===== src/rtl/reset_seq_pkg.sv =====
// Shared definitions for the multi-channel reset sequencer: state encodings,
// fault counter width and a width helper.
package reset_seq_pkg;

  localparam logic [1:0] ST_ASSERT  = 2'd0;
  localparam logic [1:0] ST_QUALIFY = 2'd1;
  localparam logic [1:0] ST_RELEASE = 2'd2;
  localparam logic [1:0] ST_RUN     = 2'd3;

  typedef enum logic [1:0] {
    StAssert  = ST_ASSERT,
    StQualify = ST_QUALIFY,
    StRelease = ST_RELEASE,
    StRun     = ST_RUN
  } seq_state_e;

  localparam int unsigned FAULT_CNT_W = 8;

  // Ceiling log2; callers pass values >= 2 so the result is never zero.
  function automatic int unsigned clog2_fn(input int unsigned value);
    int unsigned res;
    res = 0;
    while ((32'd1 << res) < value) res++;
    return res;
  endfunction

endpackage


===== src/rtl/reset_cond_sync.sv =====
// N-bit multi-stage flop synchroniser with a per-bit reset value, used for
// every asynchronous qualifier of the reset sequencer.
module reset_cond_sync #(
  parameter int unsigned WIDTH  = 1,
  parameter int unsigned STAGES = 2,
  parameter logic [WIDTH-1:0] RST_VAL = '0
) (
  input  logic             clk,
  input  logic             rst,
  input  logic [WIDTH-1:0] d,
  output logic [WIDTH-1:0] q
);

  logic [WIDTH-1:0] stage_q [STAGES];

  always_ff @(posedge clk) begin
    if (rst) begin
      for (int i = 0; i < STAGES; i++) stage_q[i] <= RST_VAL;
    end else begin
      stage_q[0] <= d;
      for (int i = 1; i < STAGES; i++) stage_q[i] <= stage_q[i-1];
    end
  end

  assign q = stage_q[STAGES-1];

endmodule


===== src/rtl/reset_sequencer_mc.sv =====
// Multi-channel fabric reset sequencer: qualifies synchronised conditions for a
// stability window, then releases NUM_CH reset domains in order, RELEASE_GAP apart.
module reset_sequencer_mc
  import reset_seq_pkg::*;
#(
  parameter int unsigned NUM_CH        = 4,
  parameter int unsigned NUM_PLL       = 1,
  parameter int unsigned STABLE_CYCLES = 16,
  parameter int unsigned RELEASE_GAP   = 4,
  parameter int unsigned SYNC_STAGES   = 2
) (
  input  logic                   CLK,
  input  logic                   RST,
  input  logic                   EXT_RST_N,
  input  logic [NUM_PLL-1:0]     PLL_LOCK,
  input  logic                   INIT_DONE,
  input  logic                   SS_BUSY,
  input  logic                   FF_US_RESTORE,
  input  logic                   SW_RST_REQ,
  output logic [NUM_CH-1:0]      FABRIC_RESET_N,
  output logic                   SEQ_DONE,
  output logic [FAULT_CNT_W-1:0] FAULT_CNT
);

  localparam int unsigned MaxSg  = (STABLE_CYCLES > RELEASE_GAP) ? STABLE_CYCLES : RELEASE_GAP;
  localparam int unsigned MaxCnt = (MaxSg > NUM_CH) ? MaxSg : NUM_CH;
  localparam int unsigned CntW   = clog2_fn(MaxCnt + 1);
  localparam int unsigned SyncW  = NUM_PLL + 4;

  logic [SyncW-1:0] sync_in, sync_out;
  logic             ext_s, init_s, busy_s, frz_s, ok;
  logic [NUM_PLL-1:0] pll_s;

  seq_state_e state_q, state_d;
  logic [CntW-1:0] stab_q, stab_d, gap_q, gap_d, ch_q, ch_d;
  logic [NUM_CH-1:0] rst_n_q, rst_n_d;
  logic done_q, done_d;
  logic [FAULT_CNT_W-1:0] fault_q, fault_d;

  assign sync_in = {FF_US_RESTORE, SS_BUSY, INIT_DONE, PLL_LOCK, EXT_RST_N};

  reset_cond_sync #(
    .WIDTH   (SyncW),
    .STAGES  (SYNC_STAGES),
    .RST_VAL ('0)
  ) u_cond_sync (
    .clk (CLK),
    .rst (RST),
    .d   (sync_in),
    .q   (sync_out)
  );

  assign ext_s  = sync_out[0];
  assign pll_s  = sync_out[NUM_PLL:1];
  assign init_s = sync_out[NUM_PLL+1];
  assign busy_s = sync_out[NUM_PLL+2];
  assign frz_s  = sync_out[NUM_PLL+3];
  assign ok     = ext_s & (&pll_s) & init_s & ~busy_s;

  always_comb begin
    state_d = state_q;
    stab_d  = stab_q;
    gap_d   = gap_q;
    ch_d    = ch_q;
    rst_n_d = rst_n_q;
    done_d  = done_q;
    fault_d = fault_q;
    // Freeze is a plain hold: nothing below is evaluated, so a request pulse is lost.
    if (!frz_s) begin
      if (!ok || SW_RST_REQ) begin
        state_d = StAssert;
        stab_d  = '0;
        gap_d   = '0;
        ch_d    = '0;
        rst_n_d = '0;
        done_d  = 1'b0;
        if (state_q == StRun && !ok && fault_q != '1) fault_d = fault_q + FAULT_CNT_W'(1);
      end else begin
        case (state_q)
          StAssert: begin
            state_d = StQualify;
            stab_d  = '0;
          end
          StQualify: begin
            if (stab_q == CntW'(STABLE_CYCLES - 1)) begin
              state_d = StRelease;
              ch_d    = '0;
              gap_d   = '0;
            end else begin
              stab_d = stab_q + CntW'(1);
            end
          end
          StRelease: begin
            if (gap_q == '0) begin
              rst_n_d = rst_n_q | (NUM_CH'(1) << ch_q);
              if (ch_q == CntW'(NUM_CH - 1)) begin
                done_d  = 1'b1;
                state_d = StRun;
              end else begin
                ch_d  = ch_q + CntW'(1);
                gap_d = CntW'(RELEASE_GAP - 1);
              end
            end else begin
              gap_d = gap_q - CntW'(1);
            end
          end
          StRun:   ;
          default: state_d = StAssert;
        endcase
      end
    end
  end

  always_ff @(posedge CLK) begin
    if (RST) begin
      state_q <= StAssert;
      stab_q  <= '0;
      gap_q   <= '0;
      ch_q    <= '0;
      rst_n_q <= '0;
      done_q  <= 1'b0;
      fault_q <= '0;
    end else begin
      state_q <= state_d;
      stab_q  <= stab_d;
      gap_q   <= gap_d;
      ch_q    <= ch_d;
      rst_n_q <= rst_n_d;
      done_q  <= done_d;
      fault_q <= fault_d;
    end
  end

  assign FABRIC_RESET_N = rst_n_q;
  assign SEQ_DONE       = done_q;
  assign FAULT_CNT      = fault_q;

endmodule


===== config.mk =====
export PLATFORM = sky130hd
export DESIGN_NAME = reset_sequencer_mc
export DESIGN_NICKNAME = d
export VERILOG_FILES = /design/src/rtl/reset_seq_pkg.sv /design/src/rtl/reset_cond_sync.sv /design/src/rtl/reset_sequencer_mc.sv
export SDC_FILE = /design/constraint.sdc
export NUM_CORES = 1
export LEC_CHECK = 0
export ABC_AREA = 1
export CAP_MARGIN = 5
export CORE_ASPECT_RATIO = 2
export CORE_MARGIN = 3
export CORE_UTILIZATION = 40
export CTS_CLUSTER_SIZE = 8
export DETAILED_ROUTE_END_ITERATION = 8
export HOLD_SLACK_MARGIN = 0.15
export SYNTH_ARGS = -nofsm -noshare
export SYNTH_HDL_FRONTEND = slang
export SYNTH_SLANG_ARGS = --single-unit

===== constraint.sdc =====
create_clock -name CLK -period 2 [get_ports CLK]
set_input_delay 0.3 -clock CLK [delete_from_list [all_inputs] [get_ports CLK]]
set_output_delay 0.3 -clock CLK [all_outputs]
set_load 0.02 [all_outputs]

==> results of run 1 <==
[cells in the final DEF (no fill, tap or decap), types with 2 or more instances in the layout]
| cell type | n |
|---|---|
| nand2_1 | 60 |
| nor2_1 | 59 |
| o21ai_0 | 8 |
| ha_1 | 9 |
| clkdlybuf4s50_1 | 20 |
| nand4_1 | 7 |
| nor2_2 | 3 |
| nor2_4 | 4 |
| or2_2 | 2 |
| a21oi_1 | 16 |
| buf_4 | 4 |
| dfxtp_1 | 40 |
| nand3_2 | 2 |
| nor3_1 | 4 |
| inv_2 | 3 |
| xor2_1 | 5 |
| inv_1 | 42 |
| clkbuf_8 | 5 |
| nand2_2 | 3 |
| nand3_1 | 16 |
[sequential cells by signal (all words and copies together), names as in the netlist]
signal,count
FABRIC_RESET_N,4
FAULT_CNT,8
SEQ_DONE,1
ch_q,5
gap_q,5
stab_q,5
state_q,2
u_cond_sync.stage_q,10
[per-layer routing]
metal / routed length (µm) / share of wire [%]
met1: 1720 / 41
met2: 2320 / 55
met3: 84 / 2.0
met4: 99 / 2.3
met5: 0 / 0
[logic make-up (layout without fill, tap and decap cells)]
logic type | after synthesis | after routing | share of synthesized area [%]
xor gates and xnor gates | 6 | 6 | 2.49
AOI/OAI and AO/OA | 27 | 27 | 7.24
and+or+nand+nor | 167 | 167 | 37.8
DFF | 40 | 40 | 38.0
buffers and inverters | 49 | 77 | 9.14
adders and majority gates | 9 | 9 | 5.34
[critical path: cells and delay by family (launching register included)]
family / cells / cell delay, ps
simple gates: 8 / 830
fa+ha+maj: 2 / 380
flops: 1 / 380
buf+inv: 1 / 60
[where the power goes]
group	total (mW)	internal (mW)	switching [mW]
Clock	0.660	0.369	0.291
Combinational	0.103	0.0417	0.0613
Sequential	0.822	0.811	0.0104
Total	1.58	1.22	0.363
[final cells by class]
| type | instances | area share, % |
|---|---|---|
| flip-flops and latches | 40 | 32.1 |
| clock buffers | 5 | 2.76 |
| inverters | 45 | 6.76 |
| clock inverters | 3 | 1.70 |
| repair buffers | 24 | 9.22 |
| well taps | 57 | 2.86 |
| multi-input cells | 209 | 44.6 |
[path summary, 6_finish.rpt]
check	from	endpoint	slack [ps]	depth (start not counted)
worst max-delay path	stab_q[0]	ch_q[1]	260	11
worst min-delay path	u_cond_sync.stage_q[0][1]	u_cond_sync.stage_q[0][6]	410	2
worst min register to register	u_cond_sync.stage_q[0][1]	u_cond_sync.stage_q[0][6]	410	2
worst max register to register	stab_q[0]	ch_q[1]	260	11
==> results.cfg, run 1 <==
[routing]
vias_per_cell = 4.79
ant_nets = 0
vias = 1835
drt_pass1_iterations = 4
finalWirelength_mm = 4.23
route.detailed.drc = 0
wl_per_cell_um = 11.0
drtIter0Drc = 63

[clock_network]
clk_pin_slew_ps = 80
numCtsBuffers = 5
cts_sinks = 40
clkLatencyLatePin_ps = 290
h-tree-depth = 2
cts_hold_buf = 0
cts_setup_buffers = 0
cts_tree = done
cts-root-buf = clkbuf_8
cts.path.max_buffers = 2
cts_resized = 0

[power]
power_density_mw_per_mm2 = 635
power_mw = 1.58
peakVddDrop_mv = 0.649
p_leak_nw = 1.13

[yosys]
ys_ff_latch = 40
avgSynthCellArea_um2 = 7.07
yosys-top-cells-count = nand2_1 (60), nor2_1 (59), inv_1 (42)
synth_area_leaders = dfxtp_1 (38%), nand2_1 (11%), nor2_1 (11%), inv_1 (7.5%), ha_1 (5.3%)
synthArstFlopShare_pct = 0
synth_edf_count = 0
yosysWarningCount = 0
synth.distinct_cells = 31
synth_top_area_share_pct = 38.0
syn_area_mm2 = 0.00211
syn_nets = 315
synth_ff_type = dfxtp_1
synth_top_area_cell = dfxtp_1
synthCells = 298
ys_seq_area_share_pct = 38.0
yosysMostFrequentCell = nand2_1

[worst_setup_path]
cpPeakStageDelay_ps = 380
crit_chain = ha_1 > nand2_1 > nor2_1 > ha_1 > inv_1 > nand4_2 > nand2_2 > nor2_4 > nand3_1 > nand2_1 > nor2_1
required_ps = 2200
start_kind = flop
cp.arrival_ps = 1930
crit_fanout = 6
cp-end-kind = flop
path_class = reg -> reg
slowest_stage = dfxtp_1

[timing]
timing.final.crit_share_pct = 86.8
drv_slew = 0
worst_slew_pin_slew_ps = 343
post-route-min-period_ps = 1740
tns_ps = 0
rsz0062_at_grt = false
fmax_mhz = 576
setup_viol = 0
whs_ps = 406
finalHoldViolations = 0
finClkSkew_ps = 5.42
slew_headroom_pct = 77.1
fin_ws_ps = 264

[final_layout]
finalInstanceArea_mm2 = 0.00250
fin_cells = 383
fill_cells = 497
layout-drive-gt1-share_pct = 11.3
n_antenna_cell = 0
seq_area_um2 = 801
nNetsFinal = 342
final_core_util_pct = 49.9
areaGrowthSynthToFinish_pct = 18.5
multi_input_area_mm2 = 0.00111

[floorplanning]
dieHeight_um = 109
fp.dieArea_mm2 = 0.00623
start_util_pct = 42.2
io_pins = 21
num_rows = 36
core_mm2 = 0.00500
die_w_um = 57.3

[hold_path]
hold_path_class = reg -> reg

[global_route]
grt_pass1_wl_mm = 7.50
overflow = 0
grt_max_degree = 21
track_usage_pct = 15.3
grt.busiest_layer = met2
first_global_vias = 1795
met3_usage_pct = 2.49
grtUsageMet2_pct = 28.7
antenna_found_initial = 0
grt_util_met1_pct = 15.5

[place]
postPlaceCellArea_mm2 = 0.00239
dp.cells = 375
dpl_worst_slack_ps = 244
io_buffers = 20
post-dp-hpwl_mm = 3.22
gp_congestion = 0.860

[run]
drv_cap = 0

[run_status]
status = finished clean
(Power assumes the default switching activity.)
==> inputs of run 2 (changes only) <==
--- a/config.mk
+++ b/config.mk
@@ -13,6 +13,7 @@
 export CTS_CLUSTER_SIZE = 8
 export DETAILED_ROUTE_END_ITERATION = 8
 export HOLD_SLACK_MARGIN = 0.15
+export SETUP_SLACK_MARGIN = 0.15
 export SYNTH_ARGS = -nofsm -noshare
 export SYNTH_HDL_FRONTEND = slang
 export SYNTH_SLANG_ARGS = --single-unit
==> run 2 against run 1 <==
- wire length up 0.97%
- sequential share of layout area down 0.12 points
- final cell count unchanged
- worst setup slack better by 33 ps
- largest cell class unchanged
- worst hold slack about the same
- power up 0.17%
==> results.cfg, run 2 (synthesized netlist as in run 1, its figures left out) <==
[clock_network]
h-tree-depth = 2
cts_tree = done
cts_setup_buffers = 0
cts_hold_buf = 0
clkLatencyLatePin_ps = 290
cts_resized = 0
cts.path.max_buffers = 2
numCtsBuffers = 5
cts_sinks = 40
clk_pin_slew_ps = 80
cts-root-buf = clkbuf_8

[routing]
drtIter0Drc = 49
vias_per_cell = 4.81
finalWirelength_mm = 4.27
ant_nets = 0
route.detailed.drc = 0
vias = 1842
drt_pass1_iterations = 4
wl_per_cell_um = 11.2

[timing]
tns_ps = 0
finClkSkew_ps = 5.21
rsz0062_at_grt = false
setup_viol = 0
post-route-min-period_ps = 1700
drv_slew = 0
fmax_mhz = 587
timing.final.crit_share_pct = 85.2
worst_slew_pin_slew_ps = 271
slew_headroom_pct = 81.9
finalHoldViolations = 0

[place]
gp_congestion = 0.860
post-dp-hpwl_mm = 3.22
io_buffers = 20

[power]
p_int_mw = 1.22
peakVddDrop_mv = 0.649
pwr-share-clk_pct = 41.7
p_leak_nw = 1.13
seqPwrFrac_pct = 51.7
power_density_mw_per_mm2 = 631
swShare_pct = 23.0
p_comb_share_pct = 6.6
power_mw = 1.59
power.switching_mw = 0.365

[worst_setup_path]
ff2ff_path_depth = 12
path_class = reg -> reg
cp-end-kind = flop
start_kind = flop
crit_fanout = 6
timing.rr.end = ch_q[0]
crit-reg2reg-launch = stab_q[0]
required_ps = 2230
reg2reg_slack_ps = 300
cp.arrival_ps = 1940

[floorplanning]
start_util_pct = 42.2
fp.dieArea_mm2 = 0.00623
die_w_um = 57.3
core_mm2 = 0.00500
dieHeight_um = 109
num_rows = 36
io_pins = 21

[global_route]
first_global_vias = 1795
grt_pass1_wl_mm = 7.50
antenna_found_initial = 0
overflow = 0
track_usage_pct = 15.3
grt_max_degree = 21

[run_status]
status = finished clean

[final_layout]
final_common_cell = nand2_1
nNetsFinal = 342
fill_cells = 493
final_cell_mix = nand2_1 (59), nor2_1 (58), inv_1 (42)
n_antenna_cell = 0
areaGrowthSynthToFinish_pct = 19.3
regMostFlops = u_cond_sync.stage_q
layout-drive-gt1-share_pct = 12.9
largest_reg_flops = 10

[hold_path]
holdPathEnd = u_cond_sync.stage_q[0][5]
worstHoldPathCells = 2
worstHoldStart = u_cond_sync.stage_q[0][0]
hold_path_class = reg -> reg

[run]
drv_cap = 0
[run 2: how the worst max path moves through the flow]
stage                    start  endpoint  slack (ps)  cells after the start
finish               stab_q[0]   ch_q[0]         300                     12
global route         stab_q[0]   ch_q[0]         150                     12
CTS                  stab_q[0]   ch_q[1]         230                     11
detailed placement  SW_RST_REQ   ch_q[2]         240                      9
global placement     stab_q[0]   ch_q[1]         250                     11
floorplan            stab_q[0]   ch_q[3]         490                     11
[run 2: final cells by class]
cell class	count	area, µm²	share of cell area (%)
clock buffers	5	68.8	2.74
clock inverters	3	42.5	1.69
inverters	45	169	6.72
multi-input cells	209	1130	44.9
flip-flops and latches	40	803	31.9
well taps	57	71.3	2.84
repair buffers	24	230	9.15
[run 2: worst max-delay path: stages (launching register included)]
cell     delay, ps
dfxtp_2        360
ha_1           180
nand2_1         70
nor2_2         110
ha_1           180
inv_1           60
nand4_2        130
nand2_4         90
nor2_4         210
nand2_4         80
inv_2           70
nor2_1          40
nor2_1          80
[run 2: per-stage QoR]
| step | setup WS, ps | cell area (µm²) | std cells | utilization, % | hold slack (ps) |
|---|---|---|---|---|---|
| 2_1_floorplan | 495 | 2110 | 298 | - | 388 |
| 3_3_place_gp | 252 | 2390 | 375 | 47.7 | 390 |
| 3_5_place_dp | 244 | 2390 | 375 | 47.7 | 395 |
| 4_1_cts | 231 | 2500 | 383 | 49.9 | 408 |
| 5_1_grt | 151 | 2510 | 383 | 50.3 | 419 |
| 6_report | 297 | 2510 | 383 | 50.3 | 406 |
[run 2: per-layer routing]
metal  part of all wire (%)  vias to the layer above  GRT usage (%)  wire [µm]
met5                      0                        -              0          0
met4                    2.3                        0           8.13         97
met3                    2.1                        9           2.49         90
met2                     55                       20           28.7       2350
met1                     41                      831           15.5       1740
li1                       -                      982              -          -
[run 2: power groups by stage]
stage	Sequential [mW]	Combinational (mW)	Clock, mW
global route	0.824	0.120	0.714
finish	0.821	0.104	0.662
CTS	0.822	0.105	0.688
detailed placement	0.841	0.105	0
floorplan	0.839	0.0698	0
global placement	0.840	0.104	0
==> inputs of run 3 (changes only) <==
--- a/config.mk
+++ b/config.mk
@@ -13,6 +13,7 @@
 export CTS_CLUSTER_SIZE = 8
 export DETAILED_ROUTE_END_ITERATION = 8
 export HOLD_SLACK_MARGIN = 0.15
+export REMOVE_ABC_BUFFERS = 1
 export SETUP_SLACK_MARGIN = 0.15
 export SYNTH_ARGS = -nofsm -noshare
 export SYNTH_HDL_FRONTEND = slang
==> run 3 against run 2 <==
- count of clock-buffer cells in the layout unchanged
- worst hold slack worse by 10 ps
- via count down 0.27%
- global-route usage up 0.38 points
- clock skew up 6.1 ps
- clock power up 18%
- cell area up 0.70%
- die area unchanged
- sequential power about the same
==> results.cfg, run 3 (synthesized netlist as in run 1, its figures left out) <==
[run_status]
status = finished clean

[timing]
rsz0062_at_grt = false
slew_headroom_pct = 82.4
finalHoldViolations = 0
fmax_mhz = 586
worst_slew_pin_slew_ps = 262
setup_viol = 0
finClkSkew_ps = 11.3
timing.final.crit_share_pct = 85.4
tns_ps = 0
drv_slew = 0
post-route-min-period_ps = 1710

[worst_setup_path]
timing.rr.end = ch_q[0]
path_class = reg -> reg
ff2ff_path_depth = 11
crit-reg2reg-launch = stab_q[0]
cp.arrival_ps = 1890
cp-end-kind = flop
crit_fanout = 6
required_ps = 2190
reg2reg_slack_ps = 290
start_kind = flop

[floorplanning]
fp.dieArea_mm2 = 0.00623
core_mm2 = 0.00500
num_rows = 36
die_w_um = 57.3
io_pins = 21
start_util_pct = 42.2
dieHeight_um = 109

[routing]
drtIter0Drc = 36
vias = 1837
route.detailed.drc = 0
ant_nets = 0
vias_per_cell = 4.80
finalWirelength_mm = 4.31
drt_pass1_iterations = 4
wl_per_cell_um = 11.3

[final_layout]
fill_cells = 508
areaGrowthSynthToFinish_pct = 20.1
final_cell_mix = nand2_1 (59), nor2_1 (59), inv_1 (41)
nNetsFinal = 343
largest_reg_flops = 10
final_core_util_pct = 50.7
regMostFlops = u_cond_sync.stage_q
n_antenna_cell = 0
layout-drive-gt1-share_pct = 12.6

[global_route]
antenna_found_initial = 0
grt_max_degree = 21
overflow = 0
track_usage_pct = 15.6
grt.busiest_layer = met2
grt_util_met1_pct = 15.5
first_global_vias = 1769
met3_usage_pct = 2.61
grt_pass1_wl_mm = 7.54
grtUsageMet2_pct = 29.5

[power]
power_density_mw_per_mm2 = 675
power.switching_mw = 0.364
swShare_pct = 21.3
p_leak_nw = 1.14
peakVddDrop_mv = 0.503
pwr-share-clk_pct = 45.8
p_comb_share_pct = 6.2
p_int_mw = 1.35
seqPwrFrac_pct = 48.0

[clock_network]
cts_sinks = 40
cts_hold_buf = 0
cts_setup_buffers = 0
clkLatencyLatePin_ps = 300
cts-root-buf = clkbuf_8
cts.path.max_buffers = 2
numCtsBuffers = 5
cts_resized = 0
cts_tree = done
clk_pin_slew_ps = 80
h-tree-depth = 2

[place]
post-dp-hpwl_mm = 3.26
gp_congestion = 0.847
io_buffers = 20

[run]
drv_cap = 0

[hold_path]
holdPathEnd = u_cond_sync.stage_q[0][8]
worstHoldStart = u_cond_sync.stage_q[0][3]
hold_path_class = reg -> reg
worstHoldPathCells = 2
## run 3: changes by cell type in the layout (fill, tap and decap cells not counted), sizes merged
cell and delta:
buf +1, clkinvlp -1, bufinv +1, clkinv -1
## run 3: per-layer routing
layer / part of all wire (%) / vias up / wire, µm
met3: 2.1 / 7 / 90
met5: 0 / - / 0
met1: 39 / 826 / 1690
li1: - / 978 / -
met2: 56 / 26 / 2400
met4: 2.9 / 0 / 123
## run 3: area by class of cell
class,instances,area [µm²],share of cell area (%)
multi-input cells,209,1120,44.3
flip-flops and latches,40,803,31.7
repair buffers,25,238,9.39
inverters,45,169,6.67
well taps,57,71.3,2.82
clock buffers,5,68.8,2.72
clock inverters,2,60.1,2.37
## run 3: how the worst max path moves through the flow
stage / depth (start not counted) / end / slack (ps) / start
floorplan: 9 / FAULT_CNT[2] / 420 / FAULT_CNT[0]
global placement: 9 / stab_q[3] / 260 / SW_RST_REQ
detailed placement: 9 / ch_q[0] / 240 / SW_RST_REQ
CTS: 11 / ch_q[0] / 250 / stab_q[0]
global route: 12 / ch_q[1] / 150 / stab_q[0]
finish: 11 / ch_q[0] / 290 / stab_q[0]
## run 3: through the flow
stage / power, mW / worst slack [ps] / cells / hold slack (ps) / area (µm²)
6_report: 1.71 / 293 / 383 / 396 / 2530
2_1_floorplan: 0.903 / 421 / 294 / 369 / 2080
3_5_place_dp: 0.946 / 240 / 376 / 395 / 2390
3_3_place_gp: 0.945 / 256 / 376 / 390 / 2390
4_1_cts: 1.73 / 248 / 383 / 407 / 2520
5_1_grt: 1.78 / 152 / 383 / 412 / 2530
## run 3: worst max-delay path, stage by stage (launching register included)
cell and delay (ps):
dfxtp_2 350, ha_1 180, nand2_1 70, nor2_1 90
ha_1 170, inv_1 50, nand4_2 130, nand2_4 90
nor2_4 200, nand3_1 90, nand2_1 110, nor2_1 50
## run 3: power groups by stage
stage | clock network, mW | logic, mW | registers [mW]
floorplan | 0 | 0.0641 | 0.839
global placement | 0 | 0.105 | 0.840
CTS | 0.804 | 0.106 | 0.821
global route | 0.832 | 0.122 | 0.823
finish | 0.783 | 0.105 | 0.821
detailed placement | 0 | 0.106 | 0.840
